--- config.mk ---
export PLATFORM = sky130hd
export DESIGN_NAME = uart_tx_arbiter_flat
export DESIGN_NICKNAME = d
export VERILOG_FILES = /design/src/rtl/uart_tx_arbiter_if.sv /design/src/rtl/uart_tx_arbiter.sv /design/src/flat_wrapper.sv
export SDC_FILE = /design/constraint.sdc
export NUM_CORES = 1
export LEC_CHECK = 0
export ABC_CLOCK_PERIOD_IN_PS = 3400
export CAP_MARGIN = 15
export CORE_MARGIN = 2
export CORE_UTILIZATION = 25
export DETAILED_ROUTE_END_ITERATION = 8
export MAX_ROUTING_LAYER = met4
export PLACE_DENSITY = 0.4
export SYNTH_ARGS = -nofsm -noshare
export SYNTH_HDL_FRONTEND = slang
export SYNTH_SLANG_ARGS = --single-unit
--- constraint.sdc ---
create_clock -name clk -period 3.4 [get_ports clk]
set_input_delay 0.34 -clock clk [delete_from_list [all_inputs] [get_ports clk]]
set_output_delay 0.34 -clock clk [all_outputs]
set_load 0.01 [all_outputs]
--- src/rtl/uart_tx_arbiter_if.sv ---
// -----------------------------------------------------------------------------
// uart_tx_arbiter_if
// Bundles the byte-producer handshakes, the uart_tx drive/status lines and the
// FIFO status of uart_tx_arbiter.
//   cli_valid/cli_data/cli_ready    : CLI byte handshake
//   cip_valid/cip_index/cip_ready   : cipher letter-index handshake
//   group_clear                     : 1-cycle pulse restarting the 5-letter grouping
//   tx_start/tx_din                 : one start pulse plus byte towards uart_tx
//   tx_active/tx_done               : uart_tx busy level and end-of-byte pulse
//   fifo_level/overflow             : FIFO occupancy and sticky overflow flag
// Modports: slave = the arbiter itself, master = producers and uart_tx side.
// -----------------------------------------------------------------------------
interface uart_tx_arbiter_if #(
    parameter int DEPTH = 16
);
    localparam int LW = $clog2(DEPTH) + 1;

    logic          cli_valid;
    logic [7:0]    cli_data;
    logic          cli_ready;
    logic          cip_valid;
    logic [4:0]    cip_index;
    logic          cip_ready;
    logic          group_clear;
    logic          tx_start;
    logic [7:0]    tx_din;
    logic          tx_active;
    logic          tx_done;
    logic [LW-1:0] fifo_level;
    logic          overflow;

    modport slave (
        input  cli_valid, cli_data, cip_valid, cip_index, group_clear,
        input  tx_active, tx_done,
        output cli_ready, cip_ready, tx_start, tx_din, fifo_level, overflow
    );

    modport master (
        output cli_valid, cli_data, cip_valid, cip_index, group_clear,
        output tx_active, tx_done,
        input  cli_ready, cip_ready, tx_start, tx_din, fifo_level, overflow
    );
endinterface

--- src/rtl/uart_tx_arbiter.sv ---
// -----------------------------------------------------------------------------
// uart_tx_arbiter
// Merges CLI text/echo bytes and Enigma cipher letters into one ordered FIFO and
// is the single driver of tx_start/tx_din towards uart_tx. Cipher indices are
// turned into ASCII ('A'+idx, '?' for idx>25) and, when GROUP_LEN>0, a space is
// inserted after every GROUP_LEN letters.
// Ports:
//   clk    : system clock
//   rst_n  : asynchronous active-low reset
//   bus    : uart_tx_arbiter_if.slave (handshakes, uart_tx lines, FIFO status)
// -----------------------------------------------------------------------------
module uart_tx_arbiter #(
    parameter int DEPTH     = 16,
    parameter int GROUP_LEN = 5
) (
    input  logic             clk,
    input  logic             rst_n,
    uart_tx_arbiter_if.slave bus
);
    localparam int AW = $clog2(DEPTH);
    localparam int LW = AW + 1;
    localparam int GW = (GROUP_LEN > 0) ? $clog2(GROUP_LEN + 1) : 1;

    typedef enum logic [1:0] {
        ST_IDLE      = 2'd0,
        ST_WAIT_BUSY = 2'd1,
        ST_WAIT_DONE = 2'd2
    } state_t;

    logic [7:0]    mem_r [DEPTH];
    logic [AW-1:0] wr_ptr_r;
    logic [AW-1:0] rd_ptr_r;
    logic [LW-1:0] level_r;
    logic [LW-1:0] level_nxt_s;
    logic          full_r;
    logic          empty_r;
    logic          overflow_r;
    logic [GW-1:0] gcnt_r;
    state_t        state_r;
    state_t        state_nxt_s;
    logic          tx_start_r;
    logic [7:0]    tx_din_r;

    logic          insert_space_s;
    logic          cli_ready_s;
    logic          cip_ready_s;
    logic          cli_acc_s;
    logic          cip_acc_s;
    logic          space_wr_s;
    logic          push_s;
    logic          pop_s;
    logic          ovf_event_s;
    logic [7:0]    wr_data_s;

    // Letter index to ASCII; out-of-range indices become '?'.
    function automatic logic [7:0] to_ascii(input logic [4:0] idx);
        if (idx > 5'd25) begin
            return 8'h3F;
        end else begin
            return 8'h41 + {3'b000, idx};
        end
    endfunction

    // Write arbitration: CLI first, then a pending group space, then the cipher letter.
    // Readies are forced low while rst_n is asserted.
    always_comb begin
        insert_space_s = 1'b0;
        if (GROUP_LEN > 0) begin
            insert_space_s = bus.cip_valid && (gcnt_r == GW'(GROUP_LEN));
        end else begin
            insert_space_s = 1'b0;
        end
        cli_ready_s = rst_n && !full_r;
        cip_ready_s = rst_n && !full_r && !bus.cli_valid && !insert_space_s;
        cli_acc_s   = bus.cli_valid && cli_ready_s;
        cip_acc_s   = bus.cip_valid && cip_ready_s;
        // The space occupies the write slot of a cycle in which the letter is held off.
        space_wr_s  = rst_n && insert_space_s && !full_r && !bus.cli_valid;
        push_s      = cli_acc_s || cip_acc_s || space_wr_s;
        ovf_event_s = (bus.cli_valid || bus.cip_valid) && full_r;
        if (cli_acc_s) begin
            wr_data_s = bus.cli_data;
        end else if (space_wr_s) begin
            wr_data_s = 8'h20;
        end else if (cip_acc_s) begin
            wr_data_s = to_ascii(bus.cip_index);
        end else begin
            wr_data_s = 8'h00;
        end
    end

    // Next occupancy from this cycle's push/pop pair.
    always_comb begin
        case ({push_s, pop_s})
            2'b10:   level_nxt_s = level_r + LW'(1);
            2'b01:   level_nxt_s = level_r - LW'(1);
            default: level_nxt_s = level_r;
        endcase
    end

    // FIFO storage; contents need no reset because the pointers define validity.
    always_ff @(posedge clk) begin
        if (push_s) begin
            mem_r[wr_ptr_r] <= wr_data_s;
        end
    end

    // FIFO pointers, registered level/full/empty and sticky overflow.
    always_ff @(posedge clk or negedge rst_n) begin
        if (!rst_n) begin
            wr_ptr_r   <= '0;
            rd_ptr_r   <= '0;
            level_r    <= '0;
            full_r     <= 1'b0;
            empty_r    <= 1'b1;
            overflow_r <= 1'b0;
        end else begin
            if (push_s) begin
                wr_ptr_r <= wr_ptr_r + AW'(1);
            end
            if (pop_s) begin
                rd_ptr_r <= rd_ptr_r + AW'(1);
            end
            level_r <= level_nxt_s;
            full_r  <= (level_nxt_s == LW'(DEPTH));
            empty_r <= (level_nxt_s == LW'(0));
            if (ovf_event_s) begin
                overflow_r <= 1'b1;
            end
        end
    end

    // Group counter: clear pulse beats everything, CLI bytes and spaces restart the group.
    always_ff @(posedge clk or negedge rst_n) begin
        if (!rst_n) begin
            gcnt_r <= '0;
        end else if (bus.group_clear || cli_acc_s || space_wr_s) begin
            gcnt_r <= '0;
        end else if (cip_acc_s && (gcnt_r < GW'(GROUP_LEN))) begin
            gcnt_r <= gcnt_r + GW'(1);
        end
    end

    // Read FSM next state and pop decision.
    always_comb begin
        state_nxt_s = state_r;
        pop_s       = 1'b0;
        case (state_r)
            ST_IDLE: begin
                if (!empty_r && !bus.tx_active) begin
                    pop_s       = 1'b1;
                    state_nxt_s = ST_WAIT_BUSY;
                end else begin
                    state_nxt_s = ST_IDLE;
                end
            end
            ST_WAIT_BUSY: begin
                // A done pulse ends the byte even if busy was never seen high.
                if (bus.tx_done) begin
                    state_nxt_s = ST_IDLE;
                end else if (bus.tx_active) begin
                    state_nxt_s = ST_WAIT_DONE;
                end else begin
                    state_nxt_s = ST_WAIT_BUSY;
                end
            end
            ST_WAIT_DONE: begin
                if (bus.tx_done) begin
                    state_nxt_s = ST_IDLE;
                end else begin
                    state_nxt_s = ST_WAIT_DONE;
                end
            end
            default: begin
                state_nxt_s = ST_IDLE;
            end
        endcase
    end

    // FSM state plus registered tx_start pulse and held tx_din.
    always_ff @(posedge clk or negedge rst_n) begin
        if (!rst_n) begin
            state_r    <= ST_IDLE;
            tx_start_r <= 1'b0;
            tx_din_r   <= 8'h00;
        end else begin
            state_r    <= state_nxt_s;
            tx_start_r <= pop_s;
            if (pop_s) begin
                tx_din_r <= mem_r[rd_ptr_r];
            end
        end
    end

    assign bus.cli_ready  = cli_ready_s;
    assign bus.cip_ready  = cip_ready_s;
    assign bus.tx_start   = tx_start_r;
    assign bus.tx_din     = tx_din_r;
    assign bus.fifo_level = level_r;
    assign bus.overflow   = overflow_r;
endmodule

--- src/flat_wrapper.sv ---
// flat-port wrapper written by rule: the top's interface ports become plain ports
module uart_tx_arbiter_flat 
#(
    parameter int DEPTH     = 16,
    parameter int GROUP_LEN = 5
)
  (clk, rst_n, bus_cli_valid, bus_cli_data, bus_cip_valid, bus_cip_index, bus_group_clear, bus_tx_active, bus_tx_done, bus_cli_ready, bus_cip_ready, bus_tx_start, bus_tx_din, bus_fifo_level, bus_overflow);
  uart_tx_arbiter_if #(.DEPTH(DEPTH)) bus_i ();
  input  logic clk;
  input  logic rst_n;
  input wire logic [$bits(bus_i.cli_valid)-1:0] bus_cli_valid;
  input wire logic [$bits(bus_i.cli_data)-1:0] bus_cli_data;
  input wire logic [$bits(bus_i.cip_valid)-1:0] bus_cip_valid;
  input wire logic [$bits(bus_i.cip_index)-1:0] bus_cip_index;
  input wire logic [$bits(bus_i.group_clear)-1:0] bus_group_clear;
  input wire logic [$bits(bus_i.tx_active)-1:0] bus_tx_active;
  input wire logic [$bits(bus_i.tx_done)-1:0] bus_tx_done;
  output wire logic [$bits(bus_i.cli_ready)-1:0] bus_cli_ready;
  output wire logic [$bits(bus_i.cip_ready)-1:0] bus_cip_ready;
  output wire logic [$bits(bus_i.tx_start)-1:0] bus_tx_start;
  output wire logic [$bits(bus_i.tx_din)-1:0] bus_tx_din;
  output wire logic [$bits(bus_i.fifo_level)-1:0] bus_fifo_level;
  output wire logic [$bits(bus_i.overflow)-1:0] bus_overflow;
  assign bus_i.cli_valid = bus_cli_valid;
  assign bus_i.cli_data = bus_cli_data;
  assign bus_i.cip_valid = bus_cip_valid;
  assign bus_i.cip_index = bus_cip_index;
  assign bus_i.group_clear = bus_group_clear;
  assign bus_i.tx_active = bus_tx_active;
  assign bus_i.tx_done = bus_tx_done;
  assign bus_cli_ready = bus_i.cli_ready;
  assign bus_cip_ready = bus_i.cip_ready;
  assign bus_tx_start = bus_i.tx_start;
  assign bus_tx_din = bus_i.tx_din;
  assign bus_fifo_level = bus_i.fifo_level;
  assign bus_overflow = bus_i.overflow;
  uart_tx_arbiter #(.DEPTH(DEPTH), .GROUP_LEN(GROUP_LEN)) u_core (.clk(clk), .rst_n(rst_n), .bus(bus_i));
endmodule
# Word level (Yosys, flattened, before mapping)
# Memories as Yosys holds them, arrays and structs flattened. A register that Yosys moved wholly into a read port is not among the register bits.
# Cells that the tools add are included.
[word_totals]
elab_cells = 66
regBits = 22
ramBits = 128
n_memories = 1
inputBits = 20
output_inout_bits = 17
[classes]
mux = 16
n_eq_ne = 6
n_reduce_logical = 26
n_addsub = 6
magnitude_cmp = 2
[mem_list]
columns = ["name", "depth", "word_bits", "rd", "rd_ports_with_merged_regs", "write_ports", "line", "text"]
rows = [
  ["u_core.mem_r", 16, 8, 1, 1, 1, "uart_tx_arbiter.sv:30", "logic [7:0] mem_r [DEPTH];"],
]
[ops]
columns = ["op", "count"]
rows = [
  ["$mux W8", 4],
  ["$logic_and A1 B1 Y1", 12],
  ["$pmux W5 S2", 1],
  ["$add A4 B1 Y4 const B", 2],
  ["$add A7 B5 Y8 const A", 1],
  ["$logic_not A1 Y1", 6],
  ["$mux W2", 3],
  ["$mux W3", 2],
  ["$pmux W2 S3", 1],
  ["$add A5 B1 Y5 const B", 1],
  ["$eq A5 B5 Y1 const B", 1],
  ["$gt A5 B5 Y1 const B", 1],
  ["$logic_not A5 Y1", 1],
  ["$logic_or A1 B1 Y1", 5],
  ["$mux W1", 5],
  ["$sub A5 B1 Y5 const B", 1],
  ["$eq A2 B1 Y1 const B", 2],
  ["$eq A2 B2 Y1 const B", 2],
  ["$add A3 B1 Y3 const B", 1],
  ["$eq A3 B3 Y1 const B", 1],
  ["$lt A3 B3 Y1 const B", 1],
  ["$logic_not A2 Y1", 1],
  ["$reduce_bool A2 Y1", 1],
]

# Logic depth before layout (Yosys ltp)
[logic_depth]
word_depth = 10
depth_mapped = 12
mapped_depth_nobuf = 11

# Worst setup path before layout
# Ideal clock, no wire load.
[synth_timing]
kind = "flip-flop to flip-flop"
from = "register u_core.empty_r"
to = "register u_core.full_r"
setup_time_ns = 0.129
stages_incl_launch_ff = 12
path_slack_ns = 0.825
path_buffers = 1
t_arrival_ns = 2.446
required_time_ns = 3.271
period_less_slack_ns = 2.575
path_cell_list = "dfstp_2 > or4_4 > inv_2 > ha_1 > buf_2 > xor2_1 > ha_1 > o21ai_0 > a221oi_2 > o221ai_2 > xnor2_2 > nor3b_2"
[synth_between]
elab_chain_cells = 7
word_cells_on_any_way = 8
classes_between = "3 x eq/ne; 3 x mux; 2 x reduce/logical"
[synth_rtl]
columns = ["element", "line", "text"]
rows = [
  ["from (decl)", "uart_tx_arbiter.sv:36", "logic empty_r;"],
  ["from (signal assigned)", "uart_tx_arbiter.sv:126", "empty_r <= (level_nxt_s == LW'(0));"],
  ["$logic_not A1 Y1 *", "uart_tx_arbiter.sv:150", "if (!empty_r && !bus.tx_active) begin"],
  ["$logic_and A1 B1 Y1 *", "uart_tx_arbiter.sv:150", ""],
  ["$mux W1 *", "uart_tx_arbiter.sv:150", ""],
  ["$mux W1 *", "uart_tx_arbiter.sv:148", "case (state_r)"],
  ["via u_core.pop_s", "uart_tx_arbiter.sv:51", "logic pop_s;"],
  ["$eq A2 B1 Y1 / $eq A2 B2 Y1 (equally long branches)", "uart_tx_arbiter.sv:94", "case ({push_s, pop_s})"],
  ["$pmux W5 S2 *", "uart_tx_arbiter.sv:94", ""],
  ["via u_core.level_nxt_s[4]", "uart_tx_arbiter.sv:34", "logic [LW-1:0] level_nxt_s;"],
  ["$eq A5 B5 Y1 *", "uart_tx_arbiter.sv:125", "full_r <= (level_nxt_s == LW'(DEPTH));"],
  ["to (signal assigned)", "uart_tx_arbiter.sv:125", ""],
  ["to (decl)", "uart_tx_arbiter.sv:35", "logic full_r;"],
]
# Mark *: on every way through the listed nets, which the timed path passes. The rest lies on a longest branch.
# A chain may end at the register's enable or synchronous reset.

# Final worst setup path
[layout_timing]
from = "register u_core.empty_r"
to = "register u_core.empty_r"
[layout_between]
elab_chain_cells = 7
word_cells_on_any_way = 8
classes_between = "2 x eq/ne; 3 x mux; 3 x reduce/logical"
[layout_rtl]
columns = ["element", "line"]
rows = [
  ["$logic_not A1 Y1 *", "uart_tx_arbiter.sv:150"],
  ["$logic_and A1 B1 Y1 *", "uart_tx_arbiter.sv:150"],
  ["$mux W1 *", "uart_tx_arbiter.sv:150"],
  ["$mux W1 *", "uart_tx_arbiter.sv:148"],
  ["via u_core.pop_s", "uart_tx_arbiter.sv:51"],
  ["$eq A2 B1 Y1 / $eq A2 B2 Y1 (equally long branches)", "uart_tx_arbiter.sv:94"],
  ["$pmux W5 S2 *", "uart_tx_arbiter.sv:94"],
  ["via u_core.level_nxt_s[4]", "uart_tx_arbiter.sv:34"],
  ["$logic_not A5 Y1 *", "uart_tx_arbiter.sv:126"],
]
# Marked as above.

==> metrics.csv <==
stage,metric,value,unit
routing,initial DRC count,231,
placed_design,hpwl dp,9670,µm
worst_setup_path,CP startpoint kind,flip-flop,
synth,Mapped Area,6750,µm²
min_path,HP Class,input port to asynchronous set/reset pin,
power,power per cell area,789,nW/µm²
synth,area share of the largest cell type after synthesis,57.0,%
grt,GRT Overall Usage,11.8,%
clocking,clock latency on the worst-skew pair,0.43,ns
placed_design,post-placement cell count,758,
routing,"antenna viol nets, final",0,
grt,routing usage on met2,19.3,%
routing,Post-Route WL,15300,µm
floorplanning,Die Y,168,µm
synth,Syn. warnings,0,
timing,setup TNS,0,ns
routing,number of detailed-route iterations in the first pass,4,
floorplanning,Initial Utilization,25.3,%
power,maximum VDD drop,0.295,mV
grt,first-pass GRT wire length,23400,µm
grt,met3 Track Usage GR,2.07,%
clocking,total CTS buffers,17,
clocking,Max Buffers Root-to-Sink,2,
grt,Most Crowded Layer GR,met2,
finish,fin cells,790,
worst_setup_path,max incr delay on CP,0.53,ns
finish,FILL cells,2658,
synth,Async SR Flop Fraction,19.0,%
clocking,htree depth,4,
clocking,Setup Buffers After CTS,0,
timing,RSZ-0062 raised after global routing,false,
power,Lkg Pwr,2.82,nW
grt,via count of the first global-routing pass,3714,
timing,Hold WS,-0.0333,ns
synth,largest cells by area after synthesis,"edfxtp_1 57%, dfrtp_1 11%, mux4_2 6.7%",
timing,final setup fails,0,
clocking,Clock Sinks,158,
synth,Post-Synthesis Cells,388,
routing,vias per inst,4.44,
placed_design,GP Congestion,0.782,
finish,# diodes,0,
grt,antenna violations before repair,0,
placed_design,# port buffers,36,
synth,Yosys reg bits,158,
clocking,Post-CTS Hold Buffers,0,
clocking,CTS tree,done,
outcome,failing checks,negative hold slack,
timing,Worst Tran Pin Value,0.872,ns
finish,share of cells above drive strength 1,17.1,%
timing,Tcrit/Tclk final,77.3,%
finish,area grow syn2layout,19.8,%
synth,number of flops mapped to enable cells by yosys,128,
grt,routing usage on met1,14.7,%
synth,Main synth FF type,edfxtp_1,
timing,Relative slew margins,41.9,%
worst_setup_path,crit-path most repeated cell,ha_1,
clocking,post-cts resize count,0,
worst_setup_path,R2R Setup Slk,0.77,ns
floorplanning,die area,28300,µm²
clocking,root buffer cell,clkbuf_16,
synth,Syn Nets,420,
flow_run,MaxCap Viol Count,0,
floorplanning,# rows,60,
worst_setup_path,slowest CP cell,or4_4,
worst_setup_path,Setup CP Type,flip-flop to flip-flop,
routing,routed len/inst,19.4,µm
floorplanning,top-level I/O count,37,
routing,DR vias,3506,
worst_setup_path,Worst EP required,3.74,ns
clocking,Clock transition at path regs,0.07,ns
timing,fmax,0.380,GHz
worst_setup_path,cells along the critical path,or4_4 -> inv_2 -> ha_1 -> xor2_1 -> ha_1 -> o21ai_0 -> a221oi_2 -> o221ai_2 -> xnor2_2 -> nor3_1,
worst_setup_path,Crit Path Max Fanout,8,
worst_setup_path,Top delay family on crit path,simple AND/OR/NAND/NOR gates,
timing,Setup Skew,0.0119,ns
floorplanning,DIE WIDTH,168,µm
synth,Netlist cell types,51,
synth,Synth Area per Inst,17.4,µm²
grt,largest net degree at the start of global routing,31,
timing,fin crit period,2.63,ns
finish,nets,468,
grt,Overflow after GRT,0,
synth,largest area contributor in the synthesized netlist,edfxtp_1,
floorplanning,area of the core,26700,µm²
worst_setup_path,critical path arrival,2.97,ns
timing,Final Max Tran Viols,0,
synth,sequential fraction of the synthesis area,68.1,%
outcome,status,finished with violations,
worst_setup_path,endpoint class of the critical path,flip-flop,
routing,drt drc,0,
timing,Final Hold Vio Count,29,
worst_setup_path,crit path buf inv count,1,
-- flip-flops by register name, summed over array words and instances, names as in the netlist --
name	flops
u_core.bus.fifo_level	5
u_core.full_r	1
u_core.gcnt_r	3
u_core.state_r	2
u_core.wr_ptr_r	4
u_core.bus.tx_start	1
u_core.empty_r	1
u_core.bus.overflow	1
u_core.mem_r	128
u_core.bus.tx_din	8
u_core.rd_ptr_r	4
-- power by group --
group / switching (W) / internal (W)
Sequential: 0.000239 / 0.00239
Combinational: 0.000905 / 0.000895
Clock: 0.000842 / 0.00111
-- worst register-to-register path, cell delays in order, from the launching register on --
cell and delay (ns):
dfstp_2 0.38, or4_4 0.54, inv_2 0.14, ha_1 0.20, xor2_1 0.15, ha_1 0.22
o21ai_0 0.11, a221oi_2 0.28, o221ai_2 0.16, xnor2_2 0.17, nor3_1 0.20
-- per-layer routing --
metal  part of all wire (%)  wire length [µm]
met5                      0                 0
met4                    1.6               246
met3                    2.4               363
met2                     50              7590
met1                     46              7110
-- synthesized netlist by cell type, drive strengths merged (5+ instances only) --
library cell	count
mux2i	17
edfxtp	128
buf	15
a21oi	22
and2	13
nand2	16
o21ai	17
mux4	32
nand2b	5
xnor2	10
ha	12
inv	8
nor2	14
dfrtp	29
-- kinds of logic after synthesis --
| family | synth area share, % |
|---|---|
| adder cells (fa/ha/maj) | 2.22 |
| AND/OR/NAND/NOR | 6.01 |
| AO/OA/AOI/OAI | 5.25 |
| buffers and inverters | 2.56 |
| XOR/XNOR | 1.67 |
| multiplexers | 14.2 |
| flip-flops | 68.1 |
-- area by class of cell --
class	count	area, µm²	share of cell area [%]
clock buffer	18	429	5.31
clock inverter	14	175	2.17
inverter	8	30.0	0.371
multi-input combinational	204	1980	24.5
sequential	158	4600	56.8
tap	341	427	5.28
timing repair buffer	47	450	5.57
-- through the flow --
stage	power, W	cell area, µm²	utilization (%)	setup slack [ns]
2_1_floorplan	0.00391	6750	-	0.825
3_3_place_gp	0.00452	7480	28.0	0.389
3_5_place_dp	0.00453	7480	28.0	0.357
4_1_cts	0.00650	8090	30.3	0.750
5_1_grt	0.00673	8090	30.3	0.587
6_report	0.00638	8090	30.3	0.770
-- cells in the final DEF, fill, tap and decap left out, drive strengths merged, types with 3 or more instances in the layout --
cell           synthesis  routed
nor2                  14      14
a21oi                 22      22
clkbuf                 3      18
nand2                 16      16
ha                    12      12
a211oi                 3       3
nand2b                 5       5
and4                   4       4
and2                  13      13
a21o                   4       4
nor3b                  4       4
buf                   15      12
mux2i                 17      17
clkdlybuf4s50          0      35
clkinv                 0       3
inv                    8      15
o21ai                 17      17
dfrtp                 29      29
nand3                  3       3
mux4                  32      32
nor2b                  3       3
nor3                   3       3
xnor2                 10      10
edfxtp               128     128
-- path summary, 6_finish.rpt --
kind | from | endpoint | cells after the start
worst max-delay path | u_core.empty_r | u_core.empty_r | 10
worst min-delay path | rst_n | u_core.bus.overflow | 2
worst max register to register | u_core.empty_r | u_core.empty_r | 10
worst min register to register | u_core.bus.overflow | u_core.bus.overflow | 1
max in group asynchronous | rst_n | u_core.empty_r | 2
min in group clk | u_core.bus.overflow | u_core.bus.overflow | 1
No activity file was read; power rests on OpenSTA's default activity.
